===== src/rtl/push_pacer.sv =====
// push_pacer: FIFO that releases its head as a registered single-cycle strobe, at most one per GAP+1 cycles.
// Latency: accept at edge N, strobe after edge N+1. Backpressure: in_ready = not full (no bypass), low in reset.
// Optional PUSH_PACER_COUNT_EN adds a 16-bit push_count output.
module push_pacer #(
  parameter int WIDTH = 8,
  parameter int DEPTH = 4,
  parameter int GAP   = 0
) (
  input  logic                     clk,
  input  logic                     rst_n,
  input  logic                     in_valid,
  input  logic [WIDTH-1:0]         in_data,
  output logic                     in_ready,
  input  logic                     flush,
  output logic                     push_valid,
  output logic [WIDTH-1:0]         push_data,
  output logic [$clog2(DEPTH):0]   level
`ifdef PUSH_PACER_COUNT_EN
  ,
  output logic [15:0]              push_count
`endif
);

  localparam int AW = $clog2(DEPTH);
  localparam int LW = AW + 1;
  localparam logic [LW-1:0] FULL_LVL = LW'(DEPTH);
  localparam logic [3:0]    GAP_LD   = 4'(GAP);

  typedef enum logic [1:0] {IDLE, PUSH, HOLD} state_e;

  state_e            state_q, state_d;
  logic [WIDTH-1:0]  mem_q [DEPTH];
  logic [AW-1:0]     wr_ptr_q, wr_ptr_d;
  logic [AW-1:0]     rd_ptr_q, rd_ptr_d;
  logic [LW-1:0]     level_q, level_d;
  logic [3:0]        gap_q, gap_d;
  logic              push_valid_q, push_valid_d;
  logic [WIDTH-1:0]  push_data_q, push_data_d;
  logic              accept;
  logic              pop;

  assign in_ready   = rst_n && (level_q != FULL_LVL);
  assign push_valid = push_valid_q;
  assign push_data  = push_data_q;
  assign level      = level_q;

  // PUSH is held exactly when the FIFO is non-empty and the gap counter is 0.
  always_comb begin
    state_d      = state_q;
    wr_ptr_d     = wr_ptr_q;
    rd_ptr_d     = rd_ptr_q;
    level_d      = level_q;
    gap_d        = gap_q;
    push_valid_d = 1'b0;
    push_data_d  = push_data_q;
    accept       = 1'b0;
    pop          = 1'b0;
    if (flush) begin
      wr_ptr_d = '0;
      rd_ptr_d = '0;
      level_d  = '0;
      gap_d    = '0;
      state_d  = IDLE;
    end else begin
      accept = in_valid && in_ready;
      pop    = (state_q == PUSH);
      if (pop) begin
        push_valid_d = 1'b1;
        push_data_d  = mem_q[rd_ptr_q];
        rd_ptr_d     = rd_ptr_q + 1'b1;
        gap_d        = GAP_LD;
      end else if (gap_q != 4'd0) begin
        gap_d = gap_q - 1'b1;
      end
      if (accept) begin
        wr_ptr_d = wr_ptr_q + 1'b1;
      end
      case ({accept, pop})
        2'b10:   level_d = level_q + 1'b1;
        2'b01:   level_d = level_q - 1'b1;
        default: level_d = level_q;
      endcase
      if (gap_d != 4'd0) begin
        state_d = HOLD;
      end else if (level_d != '0) begin
        state_d = PUSH;
      end else begin
        state_d = IDLE;
      end
    end
  end

  always_ff @(posedge clk or negedge rst_n) begin
    if (!rst_n) begin
      state_q      <= IDLE;
      wr_ptr_q     <= '0;
      rd_ptr_q     <= '0;
      level_q      <= '0;
      gap_q        <= '0;
      push_valid_q <= 1'b0;
      push_data_q  <= '0;
    end else begin
      state_q      <= state_d;
      wr_ptr_q     <= wr_ptr_d;
      rd_ptr_q     <= rd_ptr_d;
      level_q      <= level_d;
      gap_q        <= gap_d;
      push_valid_q <= push_valid_d;
      push_data_q  <= push_data_d;
    end
  end

  always_ff @(posedge clk) begin
    if (accept) begin
      mem_q[wr_ptr_q] <= in_data;
    end
  end

`ifdef PUSH_PACER_COUNT_EN
  logic [15:0] count_q;

  always_ff @(posedge clk or negedge rst_n) begin
    if (!rst_n) begin
      count_q <= '0;
    end else if (flush) begin
      count_q <= '0;
    end else if (push_valid_q) begin
      count_q <= count_q + 16'd1;
    end
  end

  assign push_count = count_q;
`endif

endmodule

===== config.mk =====
export PLATFORM = sky130hd
export DESIGN_NAME = push_pacer
export DESIGN_NICKNAME = d
export VERILOG_FILES = /design/src/rtl/push_pacer.sv
export SDC_FILE = /design/constraint.sdc
export NUM_CORES = 1
export LEC_CHECK = 0
export CAP_MARGIN = 10
export CORE_MARGIN = 2
export CORE_UTILIZATION = 55
export CTS_CLUSTER_DIAMETER = 200
export CTS_CLUSTER_SIZE = 25
export DETAILED_ROUTE_END_ITERATION = 6
export HOLD_SLACK_MARGIN = 0.12
export PLACE_DENSITY = 0.79
export SYNTH_ARGS = -nofsm -noshare
export SYNTH_HDL_FRONTEND = slang
export SYNTH_SLANG_ARGS = --single-unit

===== constraint.sdc =====
create_clock -name clk -period 2.8 [get_ports clk]
set_input_delay 0.84 -clock clk [delete_from_list [all_inputs] [get_ports clk]]
set_output_delay 0.84 -clock clk [all_outputs]
set_load 0.005 [all_outputs]

==> flow_summary.ini, run 1 <==
[run_status]
outcome = finished, final reports clean

[place]
dp.final_hpwl_mm = 2.707
dp_slack_ps = -367.8
dpl.cell_count = 219
portBuffers = 24
gp_congestion = 0.8062

[timing]
finalCriticalPeriod_ps = 2693
report.final.slew_viol_count = 0
hold_slack_ps = 516.1
clock_skew_ps = 9.909
worst_pin_slew_ps = 607.7
timing.fmax_mhz = 371.3
finalHoldViolations = 0
fin_crit_sh_pct = 96.19
layout_setup_ws_ps = 106.7
tns_ps = 0
slew_headroom_pct = 59.49
setup_viol = 0
rsz0062_at_grt = true

[yosys]
synth_fp_nets = 155
synthesis.area_um2 = 2246
syn_avg_cell_area_um2 = 16.51
yosysUniqueCellTypes = 29
synth_area_leader_cell = edfxtp_1
yosys_warnings = 0
ys_ff_latch = 54
synth_cells = 136
ys_top_cells_by_area = edfxtp_1 (43%), dfrtp_1 (25%), mux4_2 (8.0%)
ys_seq_area_share_pct = 67.30
synth_top_area_share_pct = 42.79

[power]
ir_drop_uv = 428.8
power_leakage_nw = 1.075
finalPower_mw = 2.272
powerDensity_nw_per_um2 = 820.6

[drt]
via_per_inst = 5.412
drc = 0
ant_nets = 0
drt_pass1_iterations = 4
vias = 1234
drt-initial-drc-count = 48
finalWirelength_mm = 3.788
routedWlPerCell_um = 16.61

[die]
die_w_um = 67.90
die_area_um2 = 4610
initial_utilization_pct = 56.55
core_area_um2 = 3971
die_y_um = 67.90
ioPinCount = 25
std_cell_rows = 23

[layout]
instances_no_fill = 228
diodes = 0
finalNetCount = 196
areaGrowthSynthToFinish_pct = 23.29
post_route_cells_drive_above_1_share_pct = 24.16

[clocking]
clock_path_buffers = 2
root_buffer = clkbuf_8
cts_tree = yes
ctsHoldBuffers = 0
cts_max_level = 2
path_clk_slew_ps = 90
cts_buffers = 5
clock_sinks = 54
clk_latency_ps = 310

[critical_path]
crit_arrival_ps = 2940
endpoint_kind = register
path_max_fanout = 2
startpoint_type = input pin
path_class = in -> reg
required_ps = 3040
cp_slowest_cell = clkdlybuf4s50_1
cp_cell_sequence = clkdlybuf4s50_1 -> nand2_1 -> nor2_2 -> inv_1 -> ha_1 -> fa_1 -> xnor2_1 -> or3_1 -> a21oi_2 -> o32a_1
max_stage_delay_ps = 470

[global_route]
antenna_found_initial = 0
grt-ovfl-total = 0
first_global_vias = 1277
grt_pass1_wl_mm = 6.265
grt_start_max_net_pins = 18
gr-usage-all-layers_pct = 19.61

[job]
cap_violations = 0

[hold_path]
min_path_type = reg -> reg
==> logic make-up after synthesis <==
group                      synth area share (%)
AOI/OAI and AO/OA                         2.284
muxes                                     13.82
buffers and inverters                     2.229
DFF                                       67.30
adders and majority gates                 4.234
xor gates and xnor gates                  2.730
and+or+nand+nor                           7.409
==> cells in the mapped netlist <==
cell type,count
buf_2,1
nor4b_1,1
and2_1,4
nand3b_1,1
xor2_1,2
nor2b_1,3
inv_1,5
or2_2,1
mux2_4,8
buf_6,1
fa_1,1
clkbuf_1,2
or3_1,2
ha_1,6
a21oi_1,5
buf_4,1
mux4_2,8
dfrtp_1,22
nor3_1,2
o21ai_0,2
nor2_1,12
a31oi_1,1
xnor2_1,5
edfxtp_1,32
mux2i_1,1
nor3b_1,2
nand2b_1,1
nand2_1,3
o32a_1,1
==> critical path, delay by kind of cell <==
family / cells / cell delay (ps)
XOR/XNOR: 1 / 150
buffers and inverters: 2 / 520
adder cells (fa/ha/maj): 2 / 580
AND/OR/NAND/NOR: 3 / 510
AO/OA/AOI/OAI: 2 / 320
==> flip-flops by register name, indices dropped and copies added (netlist names) <==
signal      cells
state_q         2
mem_q          32
gap_q           4
push_valid      1
rd_ptr_q        2
push_data       8
level           3
wr_ptr_q        2
==> metal layers <==
layer  routed length [µm]  GRT usage, %  part of all wire [%]  up-vias
li1                     -             -                     -      581
met1                 1758         26.67                    46      617
met2                 1833         31.13                    48       32
met3                  143         4.934                   3.8        4
met4                   52         6.750                   1.4        0
met5                    0             0                     0        -
==> area by class of cell <==
type	count	area [µm²]
clock buffers	5	68.82
clock inverters	3	68.82
fillers	254	1202
inverters	5	18.77
multi-input cells	72	690.7
flip-flops and latches	54	1511
well taps	50	62.56
repair buffers	39	347.8
==> stage by stage <==
stage | area, µm² | util [%]
floorplan | 2246 | -
global placement | 2623 | 66.04
detailed placement | 2623 | 66.04
CTS | 2759 | 69.47
global route | 2769 | 69.72
finish | 2769 | 69.72
==> report_power, final <==
group | switching (mW) | internal (mW) | total, mW
sequential | 0.108 | 0.958 | 1.07
clock | 0.248 | 0.358 | 0.606
combinational | 0.211 | 0.389 | 0.599
total | 0.567 | 1.70 | 2.27
==> cell usage in the layout (no fill, tap or decap), drive strengths merged <==
master         instances
a31oi                  1
nor2b                  3
clkinv                 1
buf                   15
mux2                   8
ha                     6
clkdlybuf4s50         23
a21oi                  5
clkbuf                 6
nor2                  12
o21ai                  2
edfxtp                32
mux4                   8
nand3b                 1
inv                    5
o32a                   1
dfrtp                 22
or2                    1
nor3                   2
mux2i                  1
nor3b                  2
nand2                  3
fa                     1
nor4b                  1
xnor2                  5
xor2                   2
or3                    2
bufinv                 2
and2                   4
nand2b                 1
==> what timing repair did <==
action | 4_1_cts | 5_1_grt
setup buffers | 0 | 1
cloned | 0 | 0
endpoints found under the setup margin | 2 | 2
resized for setup | 1 | 5
pin swaps | 0 | 1
==> final timing paths <==
| kind | from | endpoint | slack, ps | depth (start not counted) |
|---|---|---|---|---|
| setup / recovery | in_valid | state_q[0] | 110 | 10 |
| hold / removal | push_data[2] | push_data[2] | 520 | 1 |
| setup reg to reg | level[0] | state_q[0] | 530 | 8 |
| hold reg to reg | push_data[2] | push_data[2] | 520 | 1 |
| max in group asynchronous | rst_n | gap_q[2] | 2070 | 2 |
| min in group asynchronous | rst_n | push_data[0] | 530 | 2 |
Power figures use the tool's default switching activity.
==> run 2, diff against run 1 <==
Settings changed: SLEW_MARGIN set to 20.
==> results of run 2 <==
The final DEF is identical to that of run 1; final timing and power are the same.
==> variant, RTL diff (settings of run 2) <==
The parameter `WIDTH` goes from 8 to 10.
--- a/src/rtl/push_pacer.sv
+++ b/src/rtl/push_pacer.sv
@@ -3,5 +3,5 @@
 // Optional PUSH_PACER_COUNT_EN adds a 16-bit push_count output.
 module push_pacer #(
-  parameter int WIDTH = 8,
+  parameter int WIDTH = 10,
   parameter int DEPTH = 4,
   parameter int GAP   = 0
Interface: changed (resized in_data and push_data); port bits go from 25 to 29. The function was not compared with the original's and may differ.
==> variant against run 2 <==
- setup slack worse by 0.062 ns
- area after synthesis grew 17%
- design area grew 17%
- non-clock buffer count up 5
- total power up 18%
- first-iteration DRC count is 100% higher
- global-route usage is 0.36 points higher
- sequential cell count increased by 10
- routed wire length up 23%
==> variant: results (changes against run 2) <==
logic_synthesis:
  syn_inst: 150  # +10%
  async_reset_ff_share_pct: 37.5  # -3.2 points
  ys.warnings.count: 0  # unchanged
  synth_edf_count: 40  # +25%
  syn_nets: 171  # +10%
  synth_common_cells: "edfxtp_1 (40), dfrtp_1 (24), nor2_1 (12)"
  seq_area_frac_synth_pct: 68.8  # +1.5 points
  ys_types: 32  # +10%
  synth.area.top_cells: "edfxtp_1 (46%), dfrtp_1 (23%), mux4_2 (6.9%)"
cells_and_area:
  largest_register_ffs: 40  # +25%
  drive_gt1_share_pct: 24.4  # +0.23 points
  nets: 221  # +13%
  n_fill_cell: 305  # +20%
detailed_routing:
  drtIter0Drc: 96  # +100%
  wirelength_mm: 4.66  # +23%
  avgViaCountPerCell: 5.48  # +1.2%
placed_design:
  dpl.hpwl_mm: 3.33  # +23%
  place_area_mm2: 0.00305  # +16%
  routabilityCongestion: 0.782  # -3.0%
  port_buffers: 28  # +17%
cts:
  clockBufferDepth: 2  # unchanged
  path_clk_slew_ns: 0.07  # -0.02 ns
  htree_levels: 3  # +1
global_route:
  grt_usage_pct: 20.0  # +0.36 points
  grt_pass1_vias: 1587  # +24%
  grt_max_degree: 17  # -1
  grt_pass1_wl_mm: 7.47  # +19%
critical_path:
  arrival_ns: 3.02  # +0.08 ns
  slowest_delay_ns: 0.45  # -0.02 ns
pwr:
  irDropWorstVdd_mv: 0.477  # +11%
  leakagePower_nw: 1.26  # +17%
sta:
  skew_ns: 0.00575  # -0.00416 ns
  worstMarginPinSlew_ns: 0.721  # +0.113 ns
run_status:
  status: "finished, final reports clean"
-- variant: final cells by class --
cell class	instances	area share, %
clock buffer	14	5.66
clock inverter	2	0.308
inverter	5	0.578
multi-input combinational	76	23.6
sequential	64	55.5
tap	54	2.08
timing repair buffer	44	12.3
-- variant: path summary, 6_finish.rpt --
path                            slack, ns      endpoint  depth (start not counted)    startpoint
worst max-delay path                 0.05    state_q[0]                         10      in_valid
worst min-delay path                 0.51  push_data[0]                          1  push_data[0]
worst max register to register       0.36    state_q[0]                          8      level[0]
worst min register to register       0.51  push_data[0]                          1  push_data[0]
max in group asynchronous            1.91  push_data[2]                          2         rst_n
min in group asynchronous            0.70      gap_q[3]                          2         rst_n
-- variant: logic make-up after synthesis --
family,share of synthesized area [%]
multiplexers,14.7
flip-flops,68.8
adder cells (fa/ha/maj),3.63
XOR/XNOR,2.34
buffers and inverters,2.10
AO/OA/AOI/OAI,1.96
AND/OR/NAND/NOR,6.41
-- variant: timing repair --
item	CTS	global route
buffers inserted	0	0
endpoints found under the setup margin	2	1
hold endpoints to repair	0	0
pin swaps	0	1
gates resized for setup	1	3
hold buffers	0	0
-- variant: per-stage QoR --
step,hold slack (ns),setup TNS [ns],util [%],worst slack (ns),std cells
after floorplan,0.483,0,-,0.277,150
after global placement,0.493,-0.608,65.4,-0.275,243
after detailed placement,0.498,-0.831,65.4,-0.388,243
after CTS,0.514,0,69.6,0.00450,259
after global routing,0.532,-0.0257,69.7,-0.0257,259
final,0.510,0,69.7,0.0451,259
-- variant: layer usage --
metal | vias up | share of wire [%] | global-route usage (%)
met5 | - | 0 | 0
met3 | 6 | 2.8 | 4.56
met2 | 32 | 56 | 34.9
li1 | 655 | - | -
met1 | 726 | 39 | 22.7
met4 | 0 | 1.8 | 10.5
-- variant: report_power, final --
part	total, W	switching, W	internal [W]
clock	0.000747	0.000326	0.000421
combinational	0.000678	0.000244	0.000434
sequential	0.00126	0.000125	0.00114
